### src/rtl/audio_pkg.sv
// audio_pkg: shared constants and frame FSM encoding for the audio DAC path
package audio_pkg;
  localparam logic I2S_LEFT_LEVEL = 1'b0;
  localparam int UNDERRUN_W = 16;
  typedef enum logic [1:0] {WAIT_SYNC, LEFT, RIGHT} frame_state_e;
endpackage

### src/rtl/audio_pair_fifo.sv
// audio_pair_fifo: synchronous FIFO of stereo pairs with flush and look-ahead level
module audio_pair_fifo #(
  parameter int WIDTH = 64,
  parameter int DEPTH = 4
) (
  input  logic                     clk_i,
  input  logic                     rst_i,
  input  logic                     clr_i,
  input  logic                     push_i,
  input  logic                     pop_i,
  input  logic [WIDTH-1:0]         wdata_i,
  output logic [WIDTH-1:0]         rdata_o,
  output logic                     full_o,
  output logic                     empty_o,
  output logic [$clog2(DEPTH):0]   level_o,
  output logic [$clog2(DEPTH):0]   level_nxt_o
);
  localparam int AW = $clog2(DEPTH);
  logic [WIDTH-1:0] mem_q [DEPTH];
  logic [AW-1:0] wptr_q, rptr_q;
  logic [AW:0] level_q;
  logic do_push, do_pop;
  assign full_o = level_q == (AW+1)'(DEPTH);
  assign empty_o = level_q == '0;
  assign do_push = push_i && !full_o && !clr_i;
  assign do_pop = pop_i && !empty_o && !clr_i;
  assign level_nxt_o = clr_i ? '0 : level_q + (AW+1)'(do_push) - (AW+1)'(do_pop);
  assign level_o = level_q;
  assign rdata_o = mem_q[rptr_q];
  always_ff @(posedge clk_i) begin
    if (do_push) mem_q[wptr_q] <= wdata_i;
  end
  always_ff @(posedge clk_i) begin
    if (rst_i || clr_i) begin
      wptr_q <= '0;
      rptr_q <= '0;
      level_q <= '0;
    end else begin
      wptr_q <= do_push ? wptr_q + AW'(1) : wptr_q;
      rptr_q <= do_pop ? rptr_q + AW'(1) : rptr_q;
      level_q <= level_nxt_o;
    end
  end
endmodule

### src/rtl/audio_dac_serializer.sv
// audio_dac_serializer: buffers stereo pairs and shifts them out as I2S slave data
module audio_dac_serializer
  import audio_pkg::*;
#(
  parameter int DATA_WIDTH = 32,
  parameter int AUDIO_DATA_WIDTH = 24,
  parameter int FIFO_DEPTH = 4
) (
  input  logic                          CLOCK_50,
  input  logic                          reset,
  input  logic                          clear_audio_out_memory,
  input  logic [DATA_WIDTH-1:0]         left_channel_audio_out,
  input  logic [DATA_WIDTH-1:0]         right_channel_audio_out,
  input  logic                          write_audio_out,
  output logic                          audio_out_allowed,
  input  logic                          AUD_BCLK,
  input  logic                          AUD_DACLRCK,
  output logic                          AUD_DACDAT,
  output logic [$clog2(FIFO_DEPTH):0]   fifo_level,
  output logic [UNDERRUN_W-1:0]         underrun_count
);
  localparam int LW = $clog2(FIFO_DEPTH) + 1;
  localparam int AW = AUDIO_DATA_WIDTH;
  logic [1:0] bclk_sync_q, lrck_sync_q;
  logic bclk_hist_q, lrck_hist_q;
  frame_state_e state_q, state_d;
  logic [AW-1:0] shift_q, shift_d, hold_q, hold_d;
  logic [4:0] cnt_q, cnt_d;
  logic dat_q, dat_d, allowed_q;
  logic [UNDERRUN_W-1:0] underrun_q, underrun_d;
  logic [2*DATA_WIDTH-1:0] pair;
  logic [LW-1:0] level, level_nxt;
  logic full, empty, have, bclk_fall, lrck_edge, load_left, load_right;
  logic unused_bits;
  assign bclk_fall = bclk_hist_q && !bclk_sync_q[1];
  assign lrck_edge = lrck_hist_q != lrck_sync_q[1];
  assign load_left = lrck_edge && lrck_sync_q[1] == I2S_LEFT_LEVEL;
  // rising LRCK only counts once a left slot has been framed
  assign load_right = lrck_edge && lrck_sync_q[1] != I2S_LEFT_LEVEL && state_q == LEFT;
  assign have = !empty && !clear_audio_out_memory;
  audio_pair_fifo #(.WIDTH(2*DATA_WIDTH), .DEPTH(FIFO_DEPTH)) u_fifo (
    .clk_i(CLOCK_50),
    .rst_i(reset),
    .clr_i(clear_audio_out_memory),
    .push_i(write_audio_out && allowed_q),
    .pop_i(load_left),
    .wdata_i({left_channel_audio_out, right_channel_audio_out}),
    .rdata_o(pair),
    .full_o(full),
    .empty_o(empty),
    .level_o(level),
    .level_nxt_o(level_nxt)
  );
  assign unused_bits = ^{full, pair[DATA_WIDTH-AW-1:0], pair[2*DATA_WIDTH-AW-1:DATA_WIDTH]};
  always_comb begin
    state_d = load_left ? LEFT : load_right ? RIGHT : state_q;
    shift_d = shift_q;
    hold_d = hold_q;
    cnt_d = cnt_q;
    dat_d = dat_q;
    underrun_d = underrun_q;
    if (load_left) begin
      shift_d = have ? pair[2*DATA_WIDTH-1 -: AW] : '0;
      hold_d = have ? pair[DATA_WIDTH-1 -: AW] : '0;
      cnt_d = '0;
      underrun_d = (!have && underrun_q != '1) ? underrun_q + UNDERRUN_W'(1) : underrun_q;
    end else if (load_right) begin
      shift_d = hold_q;
      cnt_d = '0;
    end else if (bclk_fall) begin
      dat_d = cnt_q < 5'(AW) ? shift_q[AW-1] : 1'b0;
      shift_d = shift_q << 1;
      cnt_d = cnt_q < 5'(AW) ? cnt_q + 5'd1 : cnt_q;
    end
  end
  always_ff @(posedge CLOCK_50) begin
    if (reset) begin
      bclk_sync_q <= '0;
      lrck_sync_q <= '0;
      bclk_hist_q <= 1'b0;
      lrck_hist_q <= 1'b0;
      state_q <= WAIT_SYNC;
      shift_q <= '0;
      hold_q <= '0;
      cnt_q <= '0;
      dat_q <= 1'b0;
      allowed_q <= 1'b0;
      underrun_q <= '0;
    end else begin
      bclk_sync_q <= {bclk_sync_q[0], AUD_BCLK};
      lrck_sync_q <= {lrck_sync_q[0], AUD_DACLRCK};
      bclk_hist_q <= bclk_sync_q[1];
      lrck_hist_q <= lrck_sync_q[1];
      state_q <= state_d;
      shift_q <= shift_d;
      hold_q <= hold_d;
      cnt_q <= cnt_d;
      dat_q <= dat_d;
      allowed_q <= level_nxt < LW'(FIFO_DEPTH);
      underrun_q <= underrun_d;
    end
  end
  assign audio_out_allowed = allowed_q;
  assign AUD_DACDAT = dat_q;
  assign fifo_level = level;
  assign underrun_count = underrun_q;
endmodule

### config.mk
export PLATFORM = sky130hd
export DESIGN_NAME = audio_dac_serializer
export DESIGN_NICKNAME = d
export VERILOG_FILES = /design/src/rtl/audio_pkg.sv /design/src/rtl/audio_pair_fifo.sv /design/src/rtl/audio_dac_serializer.sv
export SDC_FILE = /design/constraint.sdc
export NUM_CORES = 1
export LEC_CHECK = 0
export BUFFER_PORTS_ARGS = -buffer_cell sky130_fd_sc_hd__buf_2
export CORE_MARGIN = 1
export CORE_UTILIZATION = 57
export CTS_CLUSTER_DIAMETER = 100
export DETAILED_ROUTE_END_ITERATION = 10
export PLACE_DENSITY = 0.81
export REMOVE_ABC_BUFFERS = 1
export SLEW_MARGIN = 20
export SYNTH_ARGS = -nofsm -noshare
export SYNTH_HDL_FRONTEND = slang
export SYNTH_SLANG_ARGS = --single-unit
### constraint.sdc
create_clock -name CLOCK_50 -period 3.95 [get_ports CLOCK_50]
set_clock_uncertainty 0.2 [all_clocks]
set_input_delay 0 -clock CLOCK_50 [delete_from_list [all_inputs] [get_ports CLOCK_50]]
set_output_delay 0 -clock CLOCK_50 [all_outputs]
set_load 0.05 [all_outputs]
* Word level (Yosys, flattened, before mapping)
Memories as Yosys holds them, arrays and structs flattened. A register that Yosys moved wholly into a read port is not among the register bits.
Cells that the tools add are included.
** Storage, ports and cells
- Logic and storage cells :: 69
- Memories kept :: 1
- Output and inout port bits :: 21
- Register bits after elaboration :: 86
- Bits in writable memories :: 256
** Operators by class
- Bitwise gates (word level) :: 3
- Order comparisons :: 2
- Add/sub/neg operators :: 6
- Reductions and logical operators :: 25
- Multiplexer cells :: 13
- Equality and inequality tests :: 4
** Memory list
- u_fifo.mem_q :: words 4, width 64, rd ports 1, clocked after memory_dff 1, wr ports 1, RTL line audio_pair_fifo.sv:19 : logic [WIDTH-1:0] mem_q [DEPTH];
** Operator list (count)
- 24-bit two-way mux :: 5
- 16-bit by 1-bit adder with 16-bit output (second input constant) :: 1
- 16-bit inequality test (second input constant) :: 1
- 1-bit logical AND :: 11
- 5-bit by 1-bit adder with 5-bit output (second input constant) :: 1
- 1-bit logical NOT :: 5
- 5-bit < comparator (second input constant) :: 1
- 1-bit two-way mux :: 5
- 2-bit by 1-bit adder with 2-bit output (second input constant) :: 2
- 2-bit two-way mux :: 2
- 2-bit AND reduction :: 2
- 3-bit by 1-bit adder with 3-bit output :: 1
- 3-bit == test (second input constant) :: 1
- 3-bit logical NOT :: 1
- 3-bit < comparator (second input constant) :: 1
- 3-bit two-way mux :: 1
- 1-bit inverter :: 3
- 3-bit AND reduction :: 1
- 3-bit nonzero test :: 1
- 3-bit OR reduction :: 1
- 3-bit by 1-bit subtractor with 3-bit output :: 1
- 2-bit by 1-bit == test with 1-bit output (second input constant) :: 1
- 2-bit nonzero test :: 1
- 2-bit OR reduction :: 1
- other kinds (2) :: 2

* Logic depth before layout (Yosys ltp)
- Depth in word-level cells :: 8
- Gate-level depth with buffers :: 13
- Mapped depth without buffers :: 11

* By module
From an unflattened synthesis, not the netlist that was laid out.
** Second synthesis, totals
- Cell total of the unflattened synthesis :: 768
- Area, all modules :: 13272.7 um^2
** Modules (own cells, without submodules)
- audio_pair_fifo :: times used 1, seq. area each 7867.5 um^2, cells each 387, area an instance 9814.4 um^2
- audio_dac_serializer :: times used 1, seq. area each 1581.5 um^2, cells each 381, area an instance 3458.3 um^2

* Least setup slack after synthesis
Ideal clock, no wire load.
- Kind :: register to register
- From :: register u_fifo.level_q[1], in the netlist u_fifo.level_o[1]
- To :: memory u_fifo.mem_q[1][10], enable pin
- Data arrival time :: 2.675 ns
- Cell stages (with the launch flop) :: 4
- Period minus slack after synthesis :: 3.286 ns
- Path slack :: 0.664 ns
- Cells stage by stage :: dfxtp_1 -> nor2_1 -> a211oi_1 -> and2_1
** Between the ends
- Cells in the longest elaborated chain, start to end :: 6
** RTL lines
- start: declaration :: RTL line audio_pair_fifo.sv:21 : logic [AW:0] level_q;
- start signal: assignment :: RTL line audio_pair_fifo.sv:41 : level_q <= level_nxt_o;
- 3-bit == test :: RTL line audio_pair_fifo.sv:23 : assign full_o = level_q == (AW+1)'(DEPTH);
- 1-bit logical NOT :: RTL line audio_pair_fifo.sv:25 : assign do_push = push_i && !full_o && !clr_i;
- 1-bit logical AND (2 in series) :: RTL line audio_pair_fifo.sv:25
- net u_fifo.do_push :: RTL line audio_pair_fifo.sv:22 : logic do_push, do_pop;
- 1-bit two-way mux :: RTL line audio_pair_fifo.sv:31 : if (do_push) mem_q[wptr_q] <= wdata_i;
- 1-bit two-way mux (not written as such) :: RTL line audio_pair_fifo.sv:31
- end: declaration :: RTL line audio_pair_fifo.sv:19
The timed path passes the listed nets, and every way through them passes these cells.

* Final worst setup path
- From :: register u_fifo.level_q[1], in the netlist u_fifo.level_o[1]
- To :: register allowed_q, in the netlist audio_out_allowed
** Between the ends
- Cells in the longest elaborated chain, start to end :: 8
** RTL lines
- 3-bit == test :: RTL line audio_pair_fifo.sv:23
- 1-bit logical NOT :: RTL line audio_pair_fifo.sv:25
- 1-bit logical AND (2 in series) :: RTL line audio_pair_fifo.sv:25
- net u_fifo.do_push :: RTL line audio_pair_fifo.sv:22
- 3-bit by 1-bit adder with 3-bit output :: RTL line audio_pair_fifo.sv:27 : assign level_nxt_o = clr_i ? '0 : level_q + (AW+1)'(do_push) - (AW+1)'(do_pop);
- 3-bit by 1-bit subtractor with 3-bit output :: RTL line audio_pair_fifo.sv:27
- 3-bit two-way mux :: RTL line audio_pair_fifo.sv:27
- 3-bit < comparator :: RTL line audio_dac_serializer.sv:99 : allowed_q <= level_nxt < LW'(FIFO_DEPTH);
- end signal: assignment :: RTL line audio_dac_serializer.sv:99
- end: declaration :: RTL line audio_dac_serializer.sv:29 : logic dat_q, dat_d, allowed_q;
The timed path passes the listed nets, and every way through them passes these cells.
A chain may end at the register's enable or synchronous reset.

==> impl_metrics.env <==
export IMPL_insertion_delay_ps=530
export IMPL_yosysWarnings=0
export IMPL_synth_top_family_by_area="multiplexers"
export IMPL_grtUsageTotal_pct=22.86
export IMPL_r2r_slack_ps=420
export IMPL_ioPinCount=91
export IMPL_ant_nets=0
export IMPL_cts_tree="built"
export IMPL_area_delta_synth_final_pct=18.99
export IMPL_seq_area_frac_synth_pct=69.23
export IMPL_dieHeight_um=140.1
export IMPL_yosysTopAreaCell="edfxtp_1"
export IMPL_syn_inst=676
export IMPL_crit_type="reg -> reg"
export IMPL_vias=6413
export IMPL_portBuffers=74
export IMPL_synth_cell_type_count=48
export IMPL_seqCellArea_um2=7532
export IMPL_clock_path_buffers=3
export IMPL_synthMostInstantiatedCell="edfxtp_1"
export IMPL_syn_avg_cell_area_um2=16.08
export IMPL_antenna_found_initial=0
export IMPL_syn_area_um2=10870
export IMPL_hp_start="right_channel_audio_out[25]"
export IMPL_synthAdderAreaFrac_pct=1.105
export IMPL_grt_pass1_wl_um=34710
export IMPL_die_area_um2=19630
export IMPL_avgRoutedWirePerCell_um=20.53
export IMPL_synth_ff_type="edfxtp_1"
export IMPL_finalHoldViolCount=0
export IMPL_n_antenna_cell=0
export IMPL_synth_top_cells_by_count="192 x edfxtp_1, 88 x dfxtp_1, 74 x nor2_1"
export IMPL_post_cts_resize_count=0
export IMPL_core_region_area_um2=18710
export IMPL_finalCritPeriodShare_pct=89.33
export IMPL_multiInputGateArea_um2=3129
export IMPL_setup_viol=0
export IMPL_fillers=1188
export IMPL_cts_root_buf="clkbuf_16"
export IMPL_slew_headroom_pct=31.54
export IMPL_synth_area_leaders="edfxtp_1 53%, dfxtp_1 16%, mux4_2 9.9%"
export IMPL_gp_congestion=0.7942
export IMPL_rsz0062_at_grt="false"
export IMPL_fin_crit_ps=3528
export IMPL_place_detailed_hpwl_um=11950
export IMPL_synth_simple_area_share_pct=7.756
export IMPL_wl_um=21800
export IMPL_power_leakage_uw=0.004421
export IMPL_final_core_util_pct=69.16
export IMPL_maxSlewViolCount=0
export IMPL_fin_cells=1062
export IMPL_synth_seq_cells=280
export IMPL_whs_endpoint="u_fifo.mem_q[1][25]"
export IMPL_hold_depth=2
export IMPL_irDropWorstVdd_mv=0.4281
export IMPL_clk_pin_slew_ps=60
export IMPL_drcViolationCount=0
export IMPL_cp_required_ps=4160
export IMPL_power_uw=6034
export IMPL_worst_slew_pin_slew_ps=1027
export IMPL_vias_per_cell=6.039
export IMPL_placedCellCount=954
export IMPL_fp_dieW_um=140.1
export IMPL_worstReg2RegStart="u_fifo.level_o[1]"
export IMPL_numCtsBuffers=28
export IMPL_row_count=50
export IMPL_drt_iter0_markers=484
export IMPL_arrival_ps=3740
export IMPL_drive_gt1_share_pct=27.17
export IMPL_synthMuxAreaShare_pct=13.34
export IMPL_run_status="finished, final reports clean"
export IMPL_cp_start_kind="register"
export IMPL_nets=885
export IMPL_synth_top_cell_area_share_pct=53.03
export IMPL_overflow=0
export IMPL_holdCritPathClass="in -> reg"
export IMPL_grt_pass1_vias=6865
export IMPL_grt_max_degree=57
export IMPL_end_kind="register"
export IMPL_max_freq_mhz=283.4
export IMPL_cts_sinks=280
export IMPL_drv_cap=0
export IMPL_path_max_fanout=7
export IMPL_regToRegEndpoint="audio_out_allowed"
export IMPL_synth_edf_count=192
export IMPL_powerDensity_nw_per_um2=466.4
export IMPL_synthArstFlopShare_pct=0
export IMPL_initial_utilization_pct=58.13
export IMPL_firstDrtPassIters=4
export IMPL_h_tree_depth=1
export IMPL_synth_xor_xnor_area_share_pct=0.5639
export IMPL_synth_compound_area_share_pct=5.903
export IMPL_reg2reg_depth=10
-- metrics by stage --
step | hold WS, ps | instance area [um2] | setup TNS, ps | worst slack, ps
6_report | 19.74 | 12940 | 0 | 421.7
5_1_grt | 26.47 | 12940 | 0 | 216.3
4_1_cts | 3.297 | 12940 | 0 | 436.3
3_5_place_dp | 17.42 | 11460 | 0 | 1028
3_3_place_gp | 8.098 | 11460 | 0 | 1286
2_1_floorplan | -130.9 | 10670 | -34970 | -1766
-- sequential cells by signal (all words and copies together) (netlist names), 3 cells and up, named ones only --
register,cells
u_fifo.level_o,3
shift_q,24
hold_q,24
underrun_count,16
u_fifo.mem_q,192
cnt_q,5
-- worst max path at each step --
stage	slack, ps	endpoint	start	depth (start not counted)
detailed placement	1030	audio_out_allowed	u_fifo.level_o[1]	9
global route	220	audio_out_allowed	u_fifo.level_o[1]	10
finish	420	audio_out_allowed	u_fifo.level_o[1]	10
floorplan	-1770	audio_out_allowed	lrck_sync_q[1]	11
CTS	440	audio_out_allowed	u_fifo.level_o[1]	10
global placement	1290	u_fifo.mem_q[1][45]	u_fifo.level_o[1]	4
-- per-layer routing --
| layer | part of all wire, % | vias to the layer above | GRT usage [%] |
|---|---|---|---|
| met2 | 53 | 264 | 42.21 |
| li1 | - | 2902 | - |
| met3 | 6.4 | 51 | 3.624 |
| met5 | 0 | - | 0 |
| met1 | 38 | 3196 | 27.00 |
| met4 | 2.5 | 0 | 8.213 |
-- worst max-delay path, cell delays in order, from the launching register on --
cell and delay [ps]:
dfxtp_1 480, nor2_1 80, a211oi_1 830, ha_1 280
inv_1 50, fa_1 370, xor2_1 220, xnor2_1 130
nor2_1 110, nor2_1 40, dlygate4sd3_1 600
-- cells in the final DEF (no fill, tap or decap), types with 23 or more instances in the layout --
| cell type | n |
|---|---|
| nor2_1 | 74 |
| a22oi_1 | 24 |
| dfxtp_1 | 86 |
| nor3_1 | 27 |
| mux4_2 | 48 |
| edfxtp_1 | 192 |
| mux2_2 | 31 |
| clkbuf_16 | 29 |
| dlygate4sd3_1 | 56 |
| buf_2 | 74 |
| a221oi_1 | 23 |
-- layout make-up --
cell class              count  share of cell area (%)
well taps                 234                   2.263
repair buffers            144                   8.008
inverters                   7                  0.2031
clock buffers              38                   5.948
flip-flops and latches    280                   58.22
clock inverters            14                   1.170
multi-input cells         345                   24.19
-- cells by family after synthesis --
kind of cell / Yosys count
and+or+nand+nor: 166
xor gates and xnor gates: 7
adders and majority gates: 9
AOI/OAI and AO/OA: 82
DFF: 280
muxes: 81
buffers and inverters: 51
-- timing repair --
action,4_1_cts,5_1_grt
hold endpoints to repair,222,0
hold buffers,56,0
setup buffers,0,0
-- report_power, final --
group | internal, uW | switching, uW | total (uW)
Sequential | 3170 | 15.1 | 3180
Combinational | 105 | 118 | 223
Clock | 1560 | 1070 | 2630
Total | 4830 | 1200 | 6030
(Power assumes the default switching activity.)
